File: config.mk
export PLATFORM = sky130hd
export DESIGN_NAME = popcount_scheduler
export DESIGN_NICKNAME = d
export VERILOG_FILES = /design/src/rtl/popcount_scheduler.sv
export SDC_FILE = /design/constraint.sdc
export NUM_CORES = 1
export LEC_CHECK = 0
export CORE_MARGIN = 2
export CORE_UTILIZATION = 46
export CTS_CLUSTER_DIAMETER = 150
export DETAILED_ROUTE_END_ITERATION = 16
export PLACE_DENSITY_LB_ADDON = 0.2
export SLEW_MARGIN = 20
export SYNTH_ARGS = -nofsm -noshare
export SYNTH_HDL_FRONTEND = slang
export SYNTH_SLANG_ARGS = --single-unit
export TNS_END_PERCENT = 20
File: constraint.sdc
create_clock -name clk -period 2.65 [get_ports clk]
set_input_delay 0.265 -clock clk [delete_from_list [all_inputs] [get_ports clk]]
set_output_delay 0.265 -clock clk [all_outputs]
set_load 0.02 [all_outputs]
File: src/rtl/popcount_scheduler.sv
// Round-robin share of one combinational 4-input one-hot popcount unit; one nibble per cycle, result WORD_W/4+1 cycles after grant.
// Result held in DONE until res_ready; no grant until back in IDLE. Optional ONEHOT_CHECK_EN flags non-one-hot counter results.
module popcount_scheduler #(
  parameter int NREQ   = 2,
  parameter int WORD_W = 16,
  localparam int CW    = $clog2(WORD_W + 1),
  localparam int IW    = (NREQ > 1) ? $clog2(NREQ) : 1
) (
  input  logic                     clk,
  input  logic                     rst,
  input  logic                     ena,
  input  logic [NREQ-1:0]          req_valid,
  output logic [NREQ-1:0]          req_ready,
  input  logic [NREQ*WORD_W-1:0]   req_data,
  output logic                     cnt_a,
  output logic                     cnt_b,
  output logic                     cnt_c,
  output logic                     cnt_d,
  input  logic                     cnt_v,
  input  logic                     cnt_w,
  input  logic                     cnt_x,
  input  logic                     cnt_y,
  input  logic                     cnt_z,
  output logic                     res_valid,
  input  logic                     res_ready,
  output logic [CW-1:0]            res_count,
  output logic [IW-1:0]            res_id,
  output logic                     res_err
);

  localparam int NIB = WORD_W / 4;
  localparam int NW  = (NIB > 1) ? $clog2(NIB) : 1;

  typedef enum logic [1:0] {S_IDLE, S_RUN, S_DONE} state_t;

  state_t                       state;
  logic [IW-1:0]                rr_ptr;
  logic [NIB-1:0][3:0]          word;
  logic [NW-1:0]                nib;
  logic [CW-1:0]                acc;
  logic [IW-1:0]                id;
  logic                         err;

  logic [NREQ-1:0][WORD_W-1:0]  req_words;
  logic                         gnt_found;
  logic [IW-1:0]                gnt_idx;
  logic [IW:0]                  sum;
  logic [4:0]                   res_vec;
  logic [2:0]                   dec;
  logic                         bad;

  assign req_words = req_data;
  assign res_vec   = {cnt_z, cnt_y, cnt_x, cnt_w, cnt_v};

  // First valid requester at or after rr_ptr, searching upward with wrap.
  always_comb begin
    gnt_found = 1'b0;
    gnt_idx   = '0;
    sum       = '0;
    for (int k = 0; k < NREQ; k++) begin
      sum = {1'b0, rr_ptr} + (IW+1)'(k);
      if (sum >= (IW+1)'(NREQ)) sum = sum - (IW+1)'(NREQ);
      if (!gnt_found && req_valid[sum[IW-1:0]]) begin
        gnt_found = 1'b1;
        gnt_idx   = sum[IW-1:0];
      end
    end
  end

`ifdef ONEHOT_CHECK_EN
  always_comb begin
    dec = 3'd0;
    bad = 1'b0;
    case (res_vec)
      5'b00001: dec = 3'd0;
      5'b00010: dec = 3'd1;
      5'b00100: dec = 3'd2;
      5'b01000: dec = 3'd3;
      5'b10000: dec = 3'd4;
      default:  bad = 1'b1;
    endcase
  end
`else
  always_comb begin
    dec = 3'd0;
    bad = 1'b0;
    casez (res_vec)
      5'b1????: dec = 3'd4;
      5'b01???: dec = 3'd3;
      5'b001??: dec = 3'd2;
      5'b0001?: dec = 3'd1;
      default:  dec = 3'd0;
    endcase
  end
`endif

  always_ff @(posedge clk) begin
    if (rst) begin
      state  <= S_IDLE;
      rr_ptr <= '0;
      word   <= '0;
      nib    <= '0;
      acc    <= '0;
      id     <= '0;
      err    <= 1'b0;
    end else if (ena) begin
      case (state)
        S_IDLE: begin
          if (gnt_found) begin
            word   <= req_words[gnt_idx];
            id     <= gnt_idx;
            acc    <= '0;
            err    <= 1'b0;
            nib    <= '0;
            rr_ptr <= (gnt_idx == IW'(NREQ - 1)) ? '0 : gnt_idx + 1'b1;
            state  <= S_RUN;
          end
        end
        S_RUN: begin
          acc <= acc + CW'(dec);
          err <= err | bad;
          if (nib == NW'(NIB - 1)) state <= S_DONE;
          else                     nib   <= nib + 1'b1;
        end
        S_DONE: begin
          if (res_ready) state <= S_IDLE;
        end
        default: state <= S_IDLE;
      endcase
    end
  end

  // Grant is combinational so a requester that drops valid is never accepted.
  assign req_ready = (!rst && ena && state == S_IDLE && gnt_found) ?
                     (NREQ'(1) << gnt_idx) : '0;

  assign {cnt_d, cnt_c, cnt_b, cnt_a} = (state == S_RUN) ? word[nib] : 4'b0000;

  assign res_valid = (state == S_DONE);
  assign res_count = acc;
  assign res_id    = id;
  assign res_err   = err;

endmodule

# Word level (Yosys, flattened, before mapping)
# Index checks and enable logic that the tools add are counted.
# Widths: inputs -> output; s select.
# totals
regBits	27
latchBits	0
ramBits	0
romBits	0
inputBits	43
output_inout_bits	14
wordCells	71
memories	0
# classes
addsub	6
mul	0
n_div	0
magnitude_cmp	6
eq_ne	10
n_shift	1
muxes	27
n_bitwise	0
reduce_logical	12
# op_table
operator	count
$mux 16	2
$mux 2	6
$pmux 3 s4	1
$mux 1	11
$pmux 5 s2	1
$bmux 4 s2	1
$mux 4	2
$reduce_and 4->1	2
$lt 1x2->1 const B	3
$ne 2x2->1 const B	3
$pmux 2 s3	1
$reduce_and 3->1	2
$add 5x3->5	1
$mux 5	1
$eq 2x1->1 const B	2
$eq 2x2->1 const B	2
$eq 4x1->1 const B	1
$logic_and 1x1->1	4
$pmux 2 s2	1
$eq 3x1->1 const B	1
$lt 2x3->1 const B	1
$add 1x1->2 const B	1
$add 2x1->2 const B	1
$ge 1x2->1 const B	1
other kinds (8)	10

# Logic depth before layout (Yosys ltp)
# logic_depth
ltp_word	10
mapped_depth	10
mapped_depth_nobuf	10

# Worst setup path before layout
# OpenSTA, ideal clock, no wires.
# synth_path
kind	reg-to-reg
startpoint	register acc[0] (netlist: res_count[0])
endpoint	register acc[4] (netlist: res_count[4])
setup_ns	0.074
arrival_ns	1.799
required_ns	2.576
setup_slack_ns	0.777
stages_incl_launch_ff	8
n_path_buf	0
period_less_slack_ns	1.873
path_cell_list	dfxtp_1 ha_1 inv_1 fa_1 nor2b_1 o21ai_0 or4_1 a31oi_1
# synth_via
elab_chain_len	2
# synth_rtl
item	line	rtl
start, declared	40	logic [CW-1:0] acc;
start signal, assigned	120	acc <= acc + CW'(dec);
$add 5x3->5	120	
$pmux 5 s2	107	case (state)
# Every way passes these cells.
# A chain may end at the register's enable or synchronous reset.

# Final worst setup path
# layout_path
startpoint	register nib[0]
endpoint	output port cnt_a
# layout_via
elab_chain_len	3
# layout_rtl
item	line	rtl
start, declared	39	logic [NW-1:0] nib;
start signal, assigned	123	else nib <= nib + 1'b1;
$bmux 4 s2	137	assign {cnt_d, cnt_c, cnt_b, cnt_a} = (state == S_RUN) ? word[nib] : 4'b0000;
$mux 4 (not written as such)	137	
$mux 4	137	
end, declared	15	output logic cnt_a,
# Every way passes these cells. The select of a mux whose other input is x is not followed.

==> metrics.sh <==
STATUS='finished clean'
CLOCK_INSERTION_DELAY_WORST_SKEW_NS=0.33
GRT_OVERFLOW=0
DRT-MET1-WL_MM=1.40
SYNTH_AREA_PER_CELL_UM2=9.84
WORST_PIN_SLEW_NS=1.08
PLACEMENT_ROWS=20
DETAIL_ROUTE.FIRST_PASS.ITERATIONS=4
WORST_EP_REQUIRED_TIME_NS=2.38
CORE_AREA_MM2=0.00298
NETS=247
NUMBER_OF_REGISTER_BITS_INFERRED_BY_SYNTHESIS=27
CRITPATHBUFINV=1
MAX_FREQ_MHz=414
POST_CTS_RESIZED=0
TIMING.CRITICAL_PATH.FANOUT_MAX=7
DRC_ERRORS=0
R2R_CELLS=7
DPL.CELL_COUNT=227
GRT_PASS1_WL_MM=5.53
MAXUSEDROUTINGLAYER='met4'
FINAL.SETUP.TNS_NS=0
CTS_HOLD_BUFFERS=0
ANTENNA_FOUND_INITIAL=0
HOLD_PATH_DEPTH=2
SYNTH_FP_NETS=191
FINISH.CELL_COUNT_WITHOUT_FILLERS=231
GRT_SETUP_UNREPAIRED='no'
CHIPWIDTH_UM=59.3
SYNTH_TOP_CELLS_BY_AREA='sky130_fd_sc_hd__dfxtp_1, sky130_fd_sc_hd__a221o_1, sky130_fd_sc_hd__and2_1'
PLACE_HPWL_MM=2.60
CPMAXSTAGEDELAYCELL='sky130_fd_sc_hd__dfxtp_1'
WL_PER_CELL_UM=14.4
FLOORPLAN.INITIALDENSITY_PCT=47.3
DETAIL_ROUTE.ITER0.VIOLATIONS=37
TIMING.CLOCK.SKEW_NS=0.00675
PORTION_OF_THE_CLOCK_CYCLE_CONSUMED_BY_THE_WORST_PATH_IN_THE_FINAL_LAYOUT_PCT=91.2
GP_CONGESTION=0.827
SYNTH.YOSYS.WARNINGS=0
CTS.REPAIR_TIMING.SETUP_BUFFER_COUNT=0
POST_SYNTH_NUM_CELL_TYPES=33
DR_TOTAL_VIAS=1294
DIE_EXTENT_IN_Y_UM=59.3
ANTENNA_VIOLATING_NETS_POST_ROUTE=0
TIMING.CRITICAL_PATH.SLOWEST_CELL_DELAY_NS=0.57
WORSTREG2REGEND='res_count[4]'
FIRST_GLOBAL_VIAS=1284
CTS_TREE='yes'
CRITICAL-PATH-TOP-DELAY-FAMILY='flip-flops'
CTS.SINK_COUNT=27
ANTENNA_CELLS=0
TRITONCTS.NUM_BUFFERS=3
WL_MET3_UM=183
IO_PINS=57
ROOT_BUFFER='sky130_fd_sc_hd__clkbuf_4'
HTREE_NUM_LEVELS=1
TIMING.FINAL.SETUP_VIOLATIONS=0
HOLD_CLASS='reg -> reg'
SYNTH.MOST_COMMON_CELL='sky130_fd_sc_hd__dfxtp_1'
FLOW.AREA_GROWTH_FROM_SYNTHESIS_PCT=42.5
CRITICAL_PATH_ARRIVAL_NS=2.15
SLEW_VIOLATIONS=0
SYNTH.TOP_CELLS.BY_COUNT='sky130_fd_sc_hd__dfxtp_1, sky130_fd_sc_hd__and2_1, sky130_fd_sc_hd__a221o_1'
SYNTH_AREA_LEADER_CELL='sky130_fd_sc_hd__dfxtp_1'
PIN_COUNT_OF_THE_BIGGEST_NET_ENTERING_GLOBAL_ROUTING=17
ASYNC_FLOP_SHARE_PCT=0
DRT_WL_TOTAL_MM=3.33
POWER_DENSITY_OF_THE_PLACED_CELLS_mW_PER_MM2=396
SETUP.WORST_PATH.CLASS='reg -> out'
WORSTSETUPENDPOINTTYPE='output pin'
TIMING.FINAL.CRIT_PERIOD_NS=2.42
HOLD_END='res_count[2]'
NETLIST.AREA_LEADER.SHARE_PCT=38.4
CRIT-REG2REG-LAUNCH='res_count[0]'
SYNTHCELLS=143
HOLD_VIOLATIONS_FINAL=0
DIE_AREA_MM2=0.00352
CLKSLEWWORSTSETUPHOLDPATHS_NS=0.15
TIMING.CRITICAL_PATH.CELLS='mux4_2 > and2_1 > clkdlybuf4s50_1'
ROUTE.DETAILED.VIAS_PER_INST=5.60
SLEW-LIMIT-HEADROOM_PCT=28.0
MET2ROUTEDLENGTH_MM=1.69
POWER.LEAKAGE_nW=0.754
POWER.IR.VDD_WORST_mV=0.234
FINAL_LAYOUT_SIZE_SUFFIX_GT1_SHARE_PCT=8.08
MAX-CLOCK-PATH-BUFFERS=2
MIN_FROM='res_count[2]'
REG2REG_SLACK_NS=0.71
SYNTH_EDF_COUNT=0
SETUP.WORST_PATH.START_CLASS='flop'
YS.FLOP_TYPE='sky130_fd_sc_hd__dfxtp_1'
GLOBAL_ROUTE.USAGE.TOTAL_PCT=20.7
MAXCAP_VIOLATIONS=0
YOSYSSEQAREASHARE_PCT=38.4
SYNTH.CELL_AREA_MM2=0.00141
PLACE.PORT_BUFFERS=54
## state kept, by name, summed over array words and instances, names as in the netlist
register,count
state,2
word,16
res_count,5
res_id,1
nib,2
rr_ptr,1
## metrics by stage
stage                     cell area [um^2]  power [mW]  util [%]  hold slack (ns)  setup slack, ns
after CTS                             2010       0.799      67.4            0.497            0.205
final                                 2010       0.794      67.4            0.492            0.234
after detailed placement              1980       0.622      66.5            0.472            0.150
after floorplan                       1410       0.530         -            0.342            0.777
after global routing                  2010       0.835      67.4            0.521            0.157
after global placement                1980       0.617      66.5            0.459            0.308
## worst reg2reg max path, cell delays in order, from the launching register on
cell	delay, ns
sky130_fd_sc_hd__dfxtp_1	0.40
sky130_fd_sc_hd__ha_1	0.19
sky130_fd_sc_hd__inv_1	0.06
sky130_fd_sc_hd__fa_1	0.40
sky130_fd_sc_hd__nor2b_1	0.15
sky130_fd_sc_hd__o21ai_0	0.12
sky130_fd_sc_hd__or4_1	0.42
sky130_fd_sc_hd__a31oi_1	0.17
## metal layers
metal	track usage, %	up-vias
met2	36.6	41
met1	23.6	613
met4	9.09	0
met5	0	-
met3	4.59	6
li1	-	634
## cell families (layout without fill, tap and decap cells)
kind of cell,count (synthesis),after routing,synth area share (%)
compound gates,33,33,20.0
xor+xnor,1,1,0.622
fa+ha+maj,5,5,4.98
buf+inv,13,68,4.71
flops,27,27,38.4
mux,4,4,6.40
other cells,1,1,0.266
simple gates,59,59,24.6
## layout by cell type (no fill, tap or decap), types with 2 or more instances in the layout
master,instances
sky130_fd_sc_hd__or4_1,2
sky130_fd_sc_hd__o21ai_0,2
sky130_fd_sc_hd__nand2_1,5
sky130_fd_sc_hd__nor3_1,2
sky130_fd_sc_hd__clkdlybuf4s50_1,54
sky130_fd_sc_hd__nand3_1,2
sky130_fd_sc_hd__nand2b_1,4
sky130_fd_sc_hd__nor3_2,2
sky130_fd_sc_hd__clkbuf_4,3
sky130_fd_sc_hd__or2_1,2
sky130_fd_sc_hd__a32oi_1,3
sky130_fd_sc_hd__nor2b_1,5
sky130_fd_sc_hd__and2_1,20
sky130_fd_sc_hd__a21oi_1,7
sky130_fd_sc_hd__nor2_1,11
sky130_fd_sc_hd__a211oi_1,2
sky130_fd_sc_hd__a221o_1,16
sky130_fd_sc_hd__buf_4,5
sky130_fd_sc_hd__mux4_2,4
sky130_fd_sc_hd__inv_1,5
sky130_fd_sc_hd__dfxtp_1,27
sky130_fd_sc_hd__ha_1,4
## layout make-up
cell class	instances	area, um^2
Multi-Input combinational cell	103	801
Clock buffer	4	26.3
Timing Repair Buffer	59	578
Sequential cell	27	541
Fill cell	265	972
Tap cell	33	41.3
Inverter	5	18.8
## report_power, final
group	internal [mW]	switching, mW	total, mW
Sequential	0.428	0.0177	0.446
Combinational	0.105	0.0621	0.167
Clock	0.0590	0.122	0.181
Total	0.592	0.201	0.794
## worst max-delay path by stage
stage,startpoint,end,cells after the start
floorplan,res_count[0],res_count[4],7
global placement,cnt_x,res_count[4],11
detailed placement,cnt_y,res_count[4],10
CTS,nib[0],cnt_a,3
global route,nib[0],cnt_a,3
finish,nib[0],cnt_a,3
Power figures use the tool's default switching activity.
